[src/rtl/player_proj_handler.sv]
// player_proj_handler
//   Manages up to three player projectiles. A rising edge on the shoot button
//   fires a projectile into the lowest free slot when the cooldown is idle.
//   Each projectile moves up by STEP pixels per speed pulse and leaves when it
//   passes the top of the screen. On overlap with the boss box it is removed,
//   and bossHit / hitMask pulse for one cycle.
//
// Ports
//   clk          system clock, all state on rising edge
//   sw           asynchronous active-low reset
//   pulse_speed  one-cycle movement tick
//   shoot        debounced shoot button level
//   playerX/Y/W  player left edge, top edge, width
//   bossX/Y/W/H  boss bounding box
//   projNX/NY    slot N position, 0 while slot N is inactive
//   projActive   per-slot active flags, bit0 = slot 1
//   bossHit      one-cycle pulse on any boss collision
//   hitMask      slots that collided, valid with bossHit
module player_proj_handler #(
    parameter int unsigned PROJ_W   = 4,
    parameter int unsigned PROJ_H   = 10,
    parameter int unsigned STEP     = 2,
    parameter int unsigned COOLDOWN = 20
) (
    input  logic       clk,
    input  logic       sw,
    input  logic       pulse_speed,
    input  logic       shoot,
    input  logic [9:0] playerX,
    input  logic [8:0] playerY,
    input  logic [9:0] playerW,
    input  logic [9:0] bossX,
    input  logic [8:0] bossY,
    input  logic [9:0] bossW,
    input  logic [8:0] bossH,
    output logic [9:0] proj1X,
    output logic [9:0] proj2X,
    output logic [9:0] proj3X,
    output logic [8:0] proj1Y,
    output logic [8:0] proj2Y,
    output logic [8:0] proj3Y,
    output logic [2:0] projActive,
    output logic       bossHit,
    output logic [2:0] hitMask
);

    localparam logic [9:0]  ProjWHalf = 10'(PROJ_W / 2);
    localparam logic [10:0] ProjW11   = 11'(PROJ_W);
    localparam logic [10:0] ProjH11   = 11'(PROJ_H);
    localparam logic [8:0]  ProjH9    = 9'(PROJ_H);
    localparam logic [8:0]  Step9     = 9'(STEP);
    localparam logic [7:0]  Cooldown8 = 8'(COOLDOWN);

    logic [2:0]       activeQ, activeD;
    logic [2:0][9:0]  xQ, xD;
    logic [2:0][8:0]  yQ, yD;
    logic [7:0]       cooldownQ, cooldownD;
    logic             shootPrevQ;
    // Low for the first cycle after reset so a button held through reset
    // is not mistaken for a fresh press.
    logic             prevValidQ;
    logic             bossHitQ;
    logic [2:0]       hitMaskQ;

    logic [2:0]       collide;
    logic             shootRise;
    logic             shotOk;
    logic [1:0]       spawnIdx;
    logic [9:0]       spawnX;
    logic [8:0]       spawnY;

    // Collision uses 11-bit sums so box edges near 1023/511 cannot wrap.
    always_comb begin
        collide = 3'b000;
        for (int i = 0; i < 3; i++) begin
            collide[i] = activeQ[i]
                && ({1'b0, xQ[i]} < ({1'b0, bossX} + {1'b0, bossW}))
                && (({1'b0, xQ[i]} + ProjW11) > {1'b0, bossX})
                && ({2'b00, yQ[i]} < ({2'b00, bossY} + {2'b00, bossH}))
                && (({2'b00, yQ[i]} + ProjH11) > {2'b00, bossY});
        end
    end

    always_comb begin
        shootRise = shoot & ~shootPrevQ & prevValidQ;
        // Full check uses start-of-cycle flags: a slot freed this cycle
        // cannot take a spawn until the next one.
        shotOk    = shootRise && (cooldownQ == 8'd0) && (activeQ != 3'b111);

        if (!activeQ[0]) begin
            spawnIdx = 2'd0;
        end else if (!activeQ[1]) begin
            spawnIdx = 2'd1;
        end else begin
            spawnIdx = 2'd2;
        end

        spawnX = playerX + (playerW >> 1) - ProjWHalf;
        spawnY = (playerY < ProjH9) ? 9'd0 : playerY - ProjH9;

        activeD = activeQ;
        xD      = xQ;
        yD      = yQ;

        for (int i = 0; i < 3; i++) begin
            if (collide[i]) begin
                // Collision wins over movement.
                activeD[i] = 1'b0;
                xD[i]      = 10'd0;
                yD[i]      = 9'd0;
            end else if (activeQ[i] && pulse_speed) begin
                if (yQ[i] >= Step9) begin
                    yD[i] = yQ[i] - Step9;
                end else begin
                    activeD[i] = 1'b0;
                    xD[i]      = 10'd0;
                    yD[i]      = 9'd0;
                end
            end

            // Spawn target is always a slot that was inactive, so it never
            // collides with the update above.
            if (shotOk && (spawnIdx == 2'(i))) begin
                activeD[i] = 1'b1;
                xD[i]      = spawnX;
                yD[i]      = spawnY;
            end
        end

        if (shotOk) begin
            cooldownD = Cooldown8;
        end else if (pulse_speed && (cooldownQ != 8'd0)) begin
            cooldownD = cooldownQ - 8'd1;
        end else begin
            cooldownD = cooldownQ;
        end
    end

    always_ff @(posedge clk or negedge sw) begin
        if (!sw) begin
            activeQ    <= 3'b000;
            xQ         <= '0;
            yQ         <= '0;
            cooldownQ  <= 8'd0;
            shootPrevQ <= 1'b0;
            prevValidQ <= 1'b0;
            bossHitQ   <= 1'b0;
            hitMaskQ   <= 3'b000;
        end else begin
            activeQ    <= activeD;
            xQ         <= xD;
            yQ         <= yD;
            cooldownQ  <= cooldownD;
            shootPrevQ <= shoot;
            prevValidQ <= 1'b1;
            bossHitQ   <= |collide;
            hitMaskQ   <= collide;
        end
    end

    assign proj1X     = xQ[0];
    assign proj2X     = xQ[1];
    assign proj3X     = xQ[2];
    assign proj1Y     = yQ[0];
    assign proj2Y     = yQ[1];
    assign proj3Y     = yQ[2];
    assign projActive = activeQ;
    assign bossHit    = bossHitQ;
    assign hitMask    = hitMaskQ;

endmodule

[config.mk]
export PLATFORM = sky130hd
export DESIGN_NAME = player_proj_handler
export DESIGN_NICKNAME = d
export VERILOG_FILES = /design/src/rtl/player_proj_handler.sv
export SDC_FILE = /design/constraint.sdc
export NUM_CORES = 1
export LEC_CHECK = 0
export BUFFER_PORTS_ARGS = -buffer_cell sky130_fd_sc_hd__buf_2
export CAP_MARGIN = 40
export CORE_ASPECT_RATIO = 0.5
export CORE_MARGIN = 3
export CORE_UTILIZATION = 29
export DETAILED_ROUTE_END_ITERATION = 8
export GPL_TIMING_DRIVEN = 0
export SETUP_SLACK_MARGIN = 0.3
export SLEW_MARGIN = 5
export SYNTH_ARGS = -nofsm -noshare
export SYNTH_HDL_FRONTEND = slang
export SYNTH_SLANG_ARGS = --single-unit
[constraint.sdc]
create_clock -name clk -period 3.9 [get_ports clk]
set_input_delay 0.39 -clock clk [delete_from_list [all_inputs] [get_ports clk]]
set_output_delay 0.39 -clock clk [all_outputs]
set_load 0.05 [all_outputs]
==> results of run 1 <==
[sequential cells by signal, indices dropped and copies added, names as in the netlist]
name / flops
proj3X: 10
bossHit: 1
proj2Y: 9
projActive: 3
prevValidQ: 1
proj1Y: 9
shootPrevQ: 1
hitMask: 3
cooldownQ: 8
proj3Y: 9
proj2X: 10
proj1X: 10
[logic make-up after synthesis]
| group | count (synthesis) |
|---|---|
| adder cells (fa/ha/maj) | 150 |
| flip-flops | 74 |
| AND/OR/NAND/NOR | 291 |
| other | 1 |
| AO/OA/AOI/OAI | 266 |
| buffers and inverters | 133 |
| multiplexers | 5 |
| XOR/XNOR | 66 |
[metal layers]
| metal | track usage, % | vias to the layer above | share of wire, % |
|---|---|---|---|
| met1 | 21.8 | 3902 | 43 |
| li1 | - | 3934 | - |
| met2 | 30.7 | 225 | 49 |
| met5 | 0 | - | 0 |
| met3 | 2.93 | 58 | 4.8 |
| met4 | 6.03 | 0 | 3.3 |
[power by group through the flow]
| stage | clock [W] | combinational [W] | sequential [W] |
|---|---|---|---|
| after floorplan | 0 | 0.00109 | 0.00135 |
| after global placement | 0 | 0.00182 | 0.00113 |
| after CTS | 0.000925 | 0.00195 | 0.00113 |
| after global routing | 0.000957 | 0.00232 | 0.00116 |
| after detailed placement | 0 | 0.00189 | 0.00114 |
| final | 0.000910 | 0.00210 | 0.00113 |
[stage by stage]
step           setup WS [ps]  hold WS, ps  instance area (um2)  total power (W)  setup TNS, ps
6_report                 373         4.18                10300          0.00414              0
5_1_grt                  227         40.5                10300          0.00444              0
3_5_place_dp            -400          397                 9280          0.00303         -17640
4_1_cts                  267         14.6                 9760          0.00400              0
3_3_place_gp            -328          456                 9250          0.00295         -14230
2_1_floorplan            311         94.4                 8110          0.00245              0
[synth_stat cells (10+ instances only)]
cell,count,area [um2]
inv_1,99,372
a21oi_1,50,250
nand3_1,40,200
clkbuf_1,28,105
nand4_1,10,62.6
ha_1,146,1830
xnor2_1,46,403
nor2b_1,13,81.3
dfrtp_1,74,1850
xor2_1,20,175
a31oi_1,13,81.3
o21a_1,10,75.1
o31ai_1,13,97.6
nor3_1,35,175
a21o_1,22,165
nand2_1,91,342
nand2b_1,13,81.3
o21ai_0,54,270
nor2_1,51,191
o22ai_1,22,138
[worst reg2reg max path: cells and delay by family, from the launching register on]
kind / cells / cell delay [ps]
adder cells (fa/ha/maj): 2 / 480
AND/OR/NAND/NOR: 3 / 700
flip-flops: 1 / 420
AO/OA/AOI/OAI: 6 / 1170
XOR/XNOR: 1 / 180
buffers and inverters: 3 / 450
[cell type report]
class                      instances  area, um2  area share (%)
timing repair buffer             165        966            9.42
sequential                        74       1860            18.2
clock inverter                     6       91.3           0.891
clock buffer                      10        229            2.23
inverter                          99        375            3.66
tap                              374        468            4.56
buffer                            34        183            1.78
multi-input combinational        779       6080            59.3
[what timing repair did]
item | 4_1_cts | 5_1_grt
gates resized for setup | 28 | 82
hold buffers | 0 | 0
buffers inserted | 7 | 17
pin swaps | 9 | 34
gates cloned | 1 | 4
setup endpoints to repair | 62 | 63
hold endpoints to repair | 0 | 0
[worst min path at each step]
stage,end,depth (start not counted)
3_3_place_gp,cooldownQ[6],1
3_5_place_dp,proj1Y[6],1
6_report,proj1Y[6],1
4_1_cts,proj1Y[6],1
2_1_floorplan,bossHit,0
5_1_grt,proj1Y[6],1
==> metrics.yaml, run 1 <==
cells_and_area:
  final_common_cell: "ha_1"
  fin_nets: 1382
  layout.cells.non_filler: 1541
  mostFrequentLayoutCells: "ha_1, buf_2, inv_1"
  synthToLayoutAreaGrowth_pct: 26.5
  drive_gt1_share_pct: 21.5
  fillers: 2741
  diodes: 0
  fin_util_pct: 38.0
sta:
  slew_viol_final: 0
  setup_violations: 0
  rsz0062_at_grt: "false"
  fmaxAchievable_mhz: 284
  hold_violations: 0
  slew_headroom_pct: 34.3
  period_needed_ps: 3530
  finalCritPeriodShare_pct: 90.4
  fin_worst_skew_ps: 13.4
  worst_pin_slew_ps: 977
critical_path:
  worst-path-max-fanout: 5
  cp.required_ps: 4140
  r2r_start: "proj2X[3]"
  crit_end: "proj1X[3]"
  cp-end-kind: "flop"
  ff2ff_setup_slack_ps: 390
  cp-start-kind: "input pin"
  critical_path_arrival_ps: 3760
  worstPathCellList: "buf_6, ha_4, inv_2, fa_2, nor2b_1, o21ai_1, a21oi_1, o21ai_1, nand2b_1, a21o_1, a21oi_2, xor2_2, buf_4, ha_4, a2111oi_4, a311oi_4, a211oi_2, o311ai_4, buf_6, a32o_2"
  rr_worst_depth: 15
  r2r-end: "bossHit"
  path_depth: 20
  cp_top_family: "compound AO/OA/AOI/OAI gates"
  critical_path_class: "input pin to flop"
  startpoint: "bossH[0]"
  cpPeakStageDelay_ps: 390
  critPathSlowestCell: "fa_2"
  critical_path_buf_inv_count: 4
synthesis:
  syn_inst: 986
  synth-edff-count: 0
  yosysWarnings: 0
  synth_cell_types: 71
  synthesis.area_mm2: 0.00811
  synth_top_family_by_area: "adder cells"
  synthSimpleGateAreaFrac_pct: 17.1
  synth_ff_type: "dfrtp_1"
  synth-seq-cells: 74
  synth-xor-area-share_pct: 7.13
  synth_nets: 1206
  synth_compound_area_share_pct: 22.5
  syn_avg_cell_area_um2: 8.22
  synth-async-reset-ratio_pct: 100
  ys_seq_area_share_pct: 22.8
  yosys.area_share.adder_pct: 23.4
  yosys-mux-area-fraction_pct: 0.648
power_and_ir_drop:
  internal_power_w: 0.00226
  netSwitchingFraction_pct: 45.6
  switchingPower_w: 0.00189
  p_leak_nw: 5.01
  power_frac_comb_pct: 50.8
  p_per_area_mw_per_mm2: 404
  p_seq_share_pct: 27.3
  irDropWorstVdd_mv: 0.197
  clkPwrFrac_pct: 22.0
cts:
  htreeDepth: 3
  cts_buffer_depth: 2
  numCtsBuffers: 9
  cts_tree: "done"
  clk_pin_slew_ps: 60
  cts_root_buffer: "clkbuf_16"
  clock_latency_ps: 360
  clock_sinks: 74
global_routing:
  grt_start_max_net_pins: 40
  antenna_found_initial: 0
  grt.overflow.total: 0
  grt_use_total_pct: 17.5
  grt_pass1_vias: 7818
  grt_first_pass_wirelength_um: 42200
worst_hold_path:
  hold_class: "input pin to asynchronous set/reset pin"
floorplan:
  start_util_pct: 30.1
  die_y_um: 124
  ios: 135
  core_mm2: 0.0270
  num_rows: 42
  dieArea_mm2: 0.0301
  die_w_um: 242
run_status:
  outcome: "finished clean"
place:
  place_inst: 1496
  portBuffers: 133
  dp_hpwl_um: 22000
  gp_congestion: 0.884
drt:
  vias_per_cell: 5.27
  routed_wl_um: 27600
  route.detailed.drc: 0
  firstDrtPassIters: 5
  ant_nets: 0
  drt_iter0_drc: 486
  via_count: 8119
  wire_per_inst_um: 17.9
run:
  maxCapViolations: 0
Power figures use the tool's default switching activity.
==> run 2: changes to the inputs <==
--- a/config.mk
+++ b/config.mk
@@ -9,7 +9,7 @@
 export CAP_MARGIN = 40
 export CORE_ASPECT_RATIO = 0.5
 export CORE_MARGIN = 3
-export CORE_UTILIZATION = 29
+export CORE_UTILIZATION = 30
 export DETAILED_ROUTE_END_ITERATION = 8
 export GPL_TIMING_DRIVEN = 0
 export SETUP_SLACK_MARGIN = 0.3
==> metrics.yaml, run 2 (same netlist as run 1, synthesis figures left out) <==
power_and_ir_drop:
  irDropWorstVdd_mv: 0.191  # was 0.197 mV
  p_leak_nw: 4.97  # was 5.01 nW
  p_total_w: 0.00399  # was 0.00414 W
  p_per_area_mw_per_mm2: 394  # was 404 mW/mm2
floorplan:
  num_rows: 41  # was 42
  die_y_um: 122  # was 124 um
  start_util_pct: 31.3  # was 30.1%
  core_mm2: 0.0259  # was 0.0270 mm2
  ios: 135  # unchanged
  die_w_um: 238  # was 242 um
  dieArea_mm2: 0.0291  # was 0.0301 mm2
sta:
  slew_viol_final: 0  # unchanged
  period_needed_ps: 3510  # was 3530 ps
  setup_violations: 0  # unchanged
  slew_headroom_pct: 35.8  # was 34.3%
  finalCritPeriodShare_pct: 90.1  # was 90.4%
  hold_slack_ps: 163  # was 4.18 ps
  fmaxAchievable_mhz: 285  # was 284 MHz
  worst_pin_slew_ps: 955  # was 977 ps
  rsz0062_at_grt: "false"  # unchanged
  hold_violations: 0  # unchanged
  fin_worst_skew_ps: 10.8  # was 13.4 ps
place:
  portBuffers: 133  # unchanged
  gp_congestion: 0.865  # was 0.884
  dp_hpwl_um: 21800  # was 22000 um
  place_inst: 1465  # was 1496
  place_area_mm2: 0.00924  # was 0.00928 mm2
cts:
  cts_buffer_depth: 2  # unchanged
  cts_tree: "done"  # unchanged
  numCtsBuffers: 9  # unchanged
  htreeDepth: 3  # unchanged
  clk_pin_slew_ps: 70  # was 60 ps
  clock_latency_ps: 350  # was 360 ps
  cts_root_buffer: "clkbuf_16"  # unchanged
  clock_sinks: 74  # unchanged
cells_and_area:
  final_common_cell: "ha_1"  # unchanged
  synthToLayoutAreaGrowth_pct: 24.8  # was 26.5%
  diodes: 0  # unchanged
  fillers: 2668  # was 2741
  layout.cells.non_filler: 1505  # was 1541
  design_area_mm2: 0.0101  # was 0.0103 mm2
  fin_nets: 1376  # was 1382
  drive_gt1_share_pct: 20.7  # was 21.5%
  mostFrequentLayoutCells: "ha_1, buf_2, inv_1"  # unchanged
critical_path:
  cp.required_ps: 4130  # was 4140 ps
  crit_end: "proj2X[3]"  # was proj1X[3]
  r2r-end: "proj2X[3]"  # was bossHit
  cp-end-kind: "flop"  # unchanged
  r2r_start: "proj2Y[4]"  # was proj2X[3]
  startpoint: "bossX[0]"  # was bossH[0]
  critical_path_class: "input pin to flop"  # unchanged
  critical_path_arrival_ps: 3740  # was 3760 ps
  rr_worst_depth: 16  # was 15
  worst-path-max-fanout: 5  # unchanged
  cp-start-kind: "input pin"  # unchanged
  ff2ff_setup_slack_ps: 410  # was 390 ps
worst_hold_path:
  hold_start: "shoot"
  hold_class: "input pin to flop"  # was input pin to asynchronous set/reset pin
global_routing:
  use_met1_pct: 23.6  # was 21.8%
  top_usage_layer: "met2"  # unchanged
  grt_pass1_vias: 7707  # was 7818
  grt_start_max_net_pins: 61  # was 40
  grt_use_total_pct: 18.4  # was 17.5%
  grt.overflow.total: 0  # unchanged
  antenna_found_initial: 0  # unchanged
  grt_use_met3_pct: 2.76  # was 2.93%
  grt_first_pass_wirelength_um: 42100  # was 42200 um
  use_met2_pct: 32.7  # was 30.7%
drt:
  firstDrtPassIters: 5  # unchanged
  route.detailed.drc: 0  # unchanged
  ant_nets: 0  # unchanged
  via_count: 8090  # was 8119
  drt_iter0_drc: 546  # was 486
  vias_per_cell: 5.38  # was 5.27
  routed_wl_um: 27400  # was 27600 um
  wire_per_inst_um: 18.2  # was 17.9 um
run_status:
  outcome: "finished clean"  # unchanged
run:
  maxCapViolations: 0  # unchanged
run 2: cell types whose count changed in the layout (fill, tap and decap cells not counted), moves of 3 or more:
cell / previous run / this run
buf_12: 3 / 0
buf_4: 30 / 24
dfrtp_1: 66 / 69
dfrtp_2: 8 / 5
ha_4: 6 / 3
o21ai_1: 15 / 11
o21ai_2: 1 / 4
run 2: timing repair:
item / in CTS / in global routing
cloned: 2 / 2
pin swaps: 10 / 25
endpoints found under the hold margin: 14 / 0
resized for setup: 32 / 64
setup buffers: 10 / 8
endpoints found under the setup margin: 63 / 64
hold buffers: 1 / 0
run 2: how the worst min path moves through the flow:
stage	cells after the start	end	slack, ps
final	1	shootPrevQ	160
after floorplan	0	bossHit	90
after global placement	1	cooldownQ[6]	460
after CTS	1	shootPrevQ	150
after detailed placement	1	proj1Y[6]	260
after global routing	1	shootPrevQ	150
run 2: final cells by class:
| class | count | area, um2 | area share, % |
|---|---|---|---|
| clock inverter | 4 | 33.8 | 0.334 |
| tap | 344 | 430 | 4.26 |
| multi-input combinational | 779 | 6040 | 59.8 |
| inverter | 99 | 375 | 3.71 |
| buffer | 34 | 171 | 1.69 |
| clock buffer | 12 | 256 | 2.54 |
| sequential | 74 | 1860 | 18.4 |
| timing repair buffer | 159 | 945 | 9.34 |
run 2: report_power, final:
group,leakage (nW),internal (W),switching [W]
logic,3.89,0.000754,0.00128
registers,0.938,0.000895,0.000239
clock network,0.140,0.000472,0.000350
run 2: per-stage QoR:
stage	TNS [ps]	worst slack [ps]	util, %
after CTS	0	310	37.7
after floorplan	0	311	-
after global routing	0	258	39.1
final	0	386	39.1
after detailed placement	-19690	-414	35.7
after global placement	-15570	-339	35.6
run 2: layer usage:
layer | up-vias | part of all wire (%)
li1 | 3934 | -
met1 | 3899 | 43
met2 | 218 | 49
met3 | 39 | 5.5
met4 | 0 | 1.9
met5 | - | 0
run 2: worst max-delay path: stages:
cell	delay, ps
buf_4	140
ha_4	170
fa_2	380
a21o_1	180
a21oi_2	180
xor2_2	210
ha_1	280
a21oi_2	140
o21ai_2	70
maj3_2	370
a221oi_4	340
o41ai_4	140
a221oi_4	340
buf_6	170
clkbuf_16	150
o21ai_0	80
==> run 3: changes to the inputs <==
--- a/config.mk
+++ b/config.mk
@@ -9,9 +9,10 @@
 export CAP_MARGIN = 40
 export CORE_ASPECT_RATIO = 0.5
 export CORE_MARGIN = 3
-export CORE_UTILIZATION = 30
+export CORE_UTILIZATION = 54
 export DETAILED_ROUTE_END_ITERATION = 8
 export GPL_TIMING_DRIVEN = 0
+export PLACE_DENSITY = 0.77
 export SETUP_SLACK_MARGIN = 0.3
 export SLEW_MARGIN = 5
 export SYNTH_ARGS = -nofsm -noshare
==> constraint.sdc (replaced) <==
create_clock -name clk -period 3.9 [get_ports clk]
set_input_delay 0.39 -clock clk [delete_from_list [all_inputs] [get_ports clk]]
set_output_delay 0.39 -clock clk [all_outputs]
set_load 0.02 [all_outputs]
==> metrics.yaml, run 3 (same netlist as run 1, synthesis figures left out) <==
cells_and_area:
  fin_util_pct: 72.0  # was 39.1%
  layout.cells.non_filler: 1353  # was 1505
  mostFrequentLayoutCells: "ha_1, buf_2, inv_1"  # unchanged
  diodes: 0  # unchanged
  fin_nets: 1377  # was 1376
  drive_gt1_share_pct: 22.3  # was 20.7%
  design_area_mm2: 0.0102  # was 0.0101 mm2
  synthToLayoutAreaGrowth_pct: 25.4  # was 24.8%
  final_common_cell: "ha_1"  # unchanged
  fillers: 1100  # was 2668
drt:
  vias_per_cell: 6.18  # was 5.38
  wire_per_inst_um: 19.1  # was 18.2 um
  route.detailed.drc: 0  # unchanged
  routed_wl_um: 25900  # was 27400 um
  via_count: 8355  # was 8090
  drt_iter0_drc: 731  # was 546
  ant_nets: 0  # unchanged
  firstDrtPassIters: 5  # unchanged
floorplan:
  die_y_um: 92.6  # was 122 um
  dieArea_mm2: 0.0166  # was 0.0291 mm2
  die_w_um: 179  # was 238 um
  num_rows: 30  # was 41
  start_util_pct: 57.4  # was 31.3%
  core_mm2: 0.0141  # was 0.0259 mm2
  ios: 135  # unchanged
place:
  gp_congestion: 0.934  # was 0.865
  place_inst: 1313  # was 1465
  pre_cts_slack_ps: -445  # was -414 ps
  portBuffers: 133  # unchanged
  place_area_mm2: 0.00905  # was 0.00924 mm2
  dp_hpwl_um: 19200  # was 21800 um
run:
  maxCapViolations: 0  # unchanged
global_routing:
  grt.overflow.total: 0  # unchanged
  antenna_found_initial: 0  # unchanged
  grt_first_pass_wirelength_um: 39000  # was 42100 um
  grt_start_max_net_pins: 60  # was 61
  grt_pass1_vias: 7735  # was 7707
  grt_use_total_pct: 29.5  # was 18.4%
power_and_ir_drop:
  clkPwrFrac_pct: 21.6  # was 20.6%
  p_leak_nw: 5.03  # was 4.97 nW
  power_frac_comb_pct: 49.3  # was 51.0%
  internal_power_w: 0.00216  # was 0.00212 W
  netSwitchingFraction_pct: 43.5  # was 46.8%
  p_seq_share_pct: 29.1  # was 28.4%
  switchingPower_w: 0.00166  # was 0.00187 W
  p_per_area_mw_per_mm2: 376  # was 394 mW/mm2
  irDropWorstVdd_mv: 0.282  # was 0.191 mV
cts:
  clock_sinks: 74  # unchanged
  cts_root_buffer: "clkbuf_16"  # unchanged
  clk_pin_slew_ps: 60  # was 70 ps
  clock_latency_ps: 340  # was 350 ps
  cts_buffer_depth: 2  # unchanged
  numCtsBuffers: 9  # unchanged
  htreeDepth: 3  # unchanged
  cts_tree: "done"  # unchanged
sta:
  hold_slack_ps: 170  # was 163 ps
  fmaxAchievable_mhz: 276  # was 285 MHz
  hold_violations: 0  # unchanged
  fin_ws_ps: 272  # was 386 ps
  worst_pin_slew_ps: 976  # was 955 ps
  rsz0062_at_grt: "true"  # was false
  fin_worst_skew_ps: 9.06  # was 10.8 ps
  finalCritPeriodShare_pct: 93.0  # was 90.1%
  setup_violations: 0  # unchanged
  slew_headroom_pct: 34.9  # was 35.8%
  period_needed_ps: 3630  # was 3510 ps
  slew_viol_final: 0  # unchanged
worst_hold_path:
  hold_class: "input pin to flop"  # unchanged
  hold_start: "shoot"  # unchanged
critical_path:
  cp-start-kind: "input pin"  # unchanged
  critical_path_class: "input pin to flop"  # unchanged
  cp.required_ps: 4100  # was 4130 ps
  crit_top_cell: "a21oi_2"
  critical_path_arrival_ps: 3830  # was 3740 ps
  worstPathCellList: "buf_8, ha_4, inv_2, fa_2, nor2b_1, o21ai_1, a21oi_2, o21ai_1, nand2b_1, a21o_1, a21oi_2, xor2_2, ha_1, o21a_1, a21oi_2, o2111ai_2, nor4_2, buf_4, clkbuf_16, o31ai_2"  # was buf_4, ha_4, fa_2, a21o_1, a21oi_2, xor2_2, ha_1, a21oi_2, o21ai_2, maj3_2, a221oi_4, o41ai_4, a221oi_4, buf_6, clkbuf_16, o21ai_0
  worst-path-max-fanout: 5  # unchanged
  r2r_start: "proj2Y[1]"  # was proj2Y[4]
  cp-end-kind: "flop"  # unchanged
  critical_path_buf_inv_count: 4  # was 3
  critPathSlowestCell: "nor4_2"  # was fa_2
  cpPeakStageDelay_ps: 400  # was 380 ps
  cp_top_family: "compound AO/OA/AOI/OAI gates"  # unchanged
  startpoint: "bossY[0]"  # was bossX[0]
run_status:
  outcome: "finished clean"  # unchanged
==> run 3: cell count changes in the layout (fill, tap and decap cells not counted), moves of 4 or more <==
cell,delta
buf_4,-4
o31ai_1,-8
o31ai_4,+7
ha_1,-4
==> run 3: per-layer routing <==
layer	share of wire [%]	global-route usage (%)	up-vias
met3	7.6	4.87	60
met4	2.6	7.78	0
li1	-	-	3920
met5	0	0	-
met2	46	47.5	383
met1	44	41.2	3992
==> run 3: repair_timing <==
action | 4_1_cts | 5_1_grt
pin swaps | 8 | 40
buffers inserted | 9 | 11
hold buffers | 1 | 0
hold endpoints to repair | 15 | 0
endpoints found under the setup margin | 63 | 63
cloned | 2 | 2
gates resized for setup | 35 | 99
==> run 3: area by class of cell <==
type	count	area, um2	area share, %
plain buffers	34	183	1.80
repair buffers	160	961	9.45
clock buffers	12	267	2.62
inverters	99	375	3.69
flip-flops and latches	74	1850	18.2
clock inverters	3	22.5	0.222
multi-input cells	779	6260	61.6
well taps	192	240	2.36
==> run 3: through the flow <==
stage | total power (W) | TNS (ps)
6_report | 0.00383 | 0
3_5_place_dp | 0.00278 | -21270
4_1_cts | 0.00367 | 0
5_1_grt | 0.00408 | 0
2_1_floorplan | 0.00225 | 0
3_3_place_gp | 0.00270 | -17160
==> run 3: final timing paths <==
| check | to | slack [ps] | depth (start not counted) |
|---|---|---|---|
| min in group asynchronous | proj3X[3] | 460 | 2 |
| max reg2reg | proj2Y[6] | 390 | 14 |
| min | shootPrevQ | 170 | 1 |
| max in group asynchronous | proj2X[7] | 2850 | 3 |
| max | proj3X[6] | 270 | 20 |
| min reg2reg | cooldownQ[7] | 480 | 1 |
==> run 3: power groups by stage <==
stage	logic, W	registers [W]	clock network [W]
2_1_floorplan	0.00109	0.00116	0
3_3_place_gp	0.00160	0.00110	0
3_5_place_dp	0.00167	0.00111	0
4_1_cts	0.00175	0.00110	0.000824
5_1_grt	0.00209	0.00113	0.000865
6_report	0.00189	0.00111	0.000826
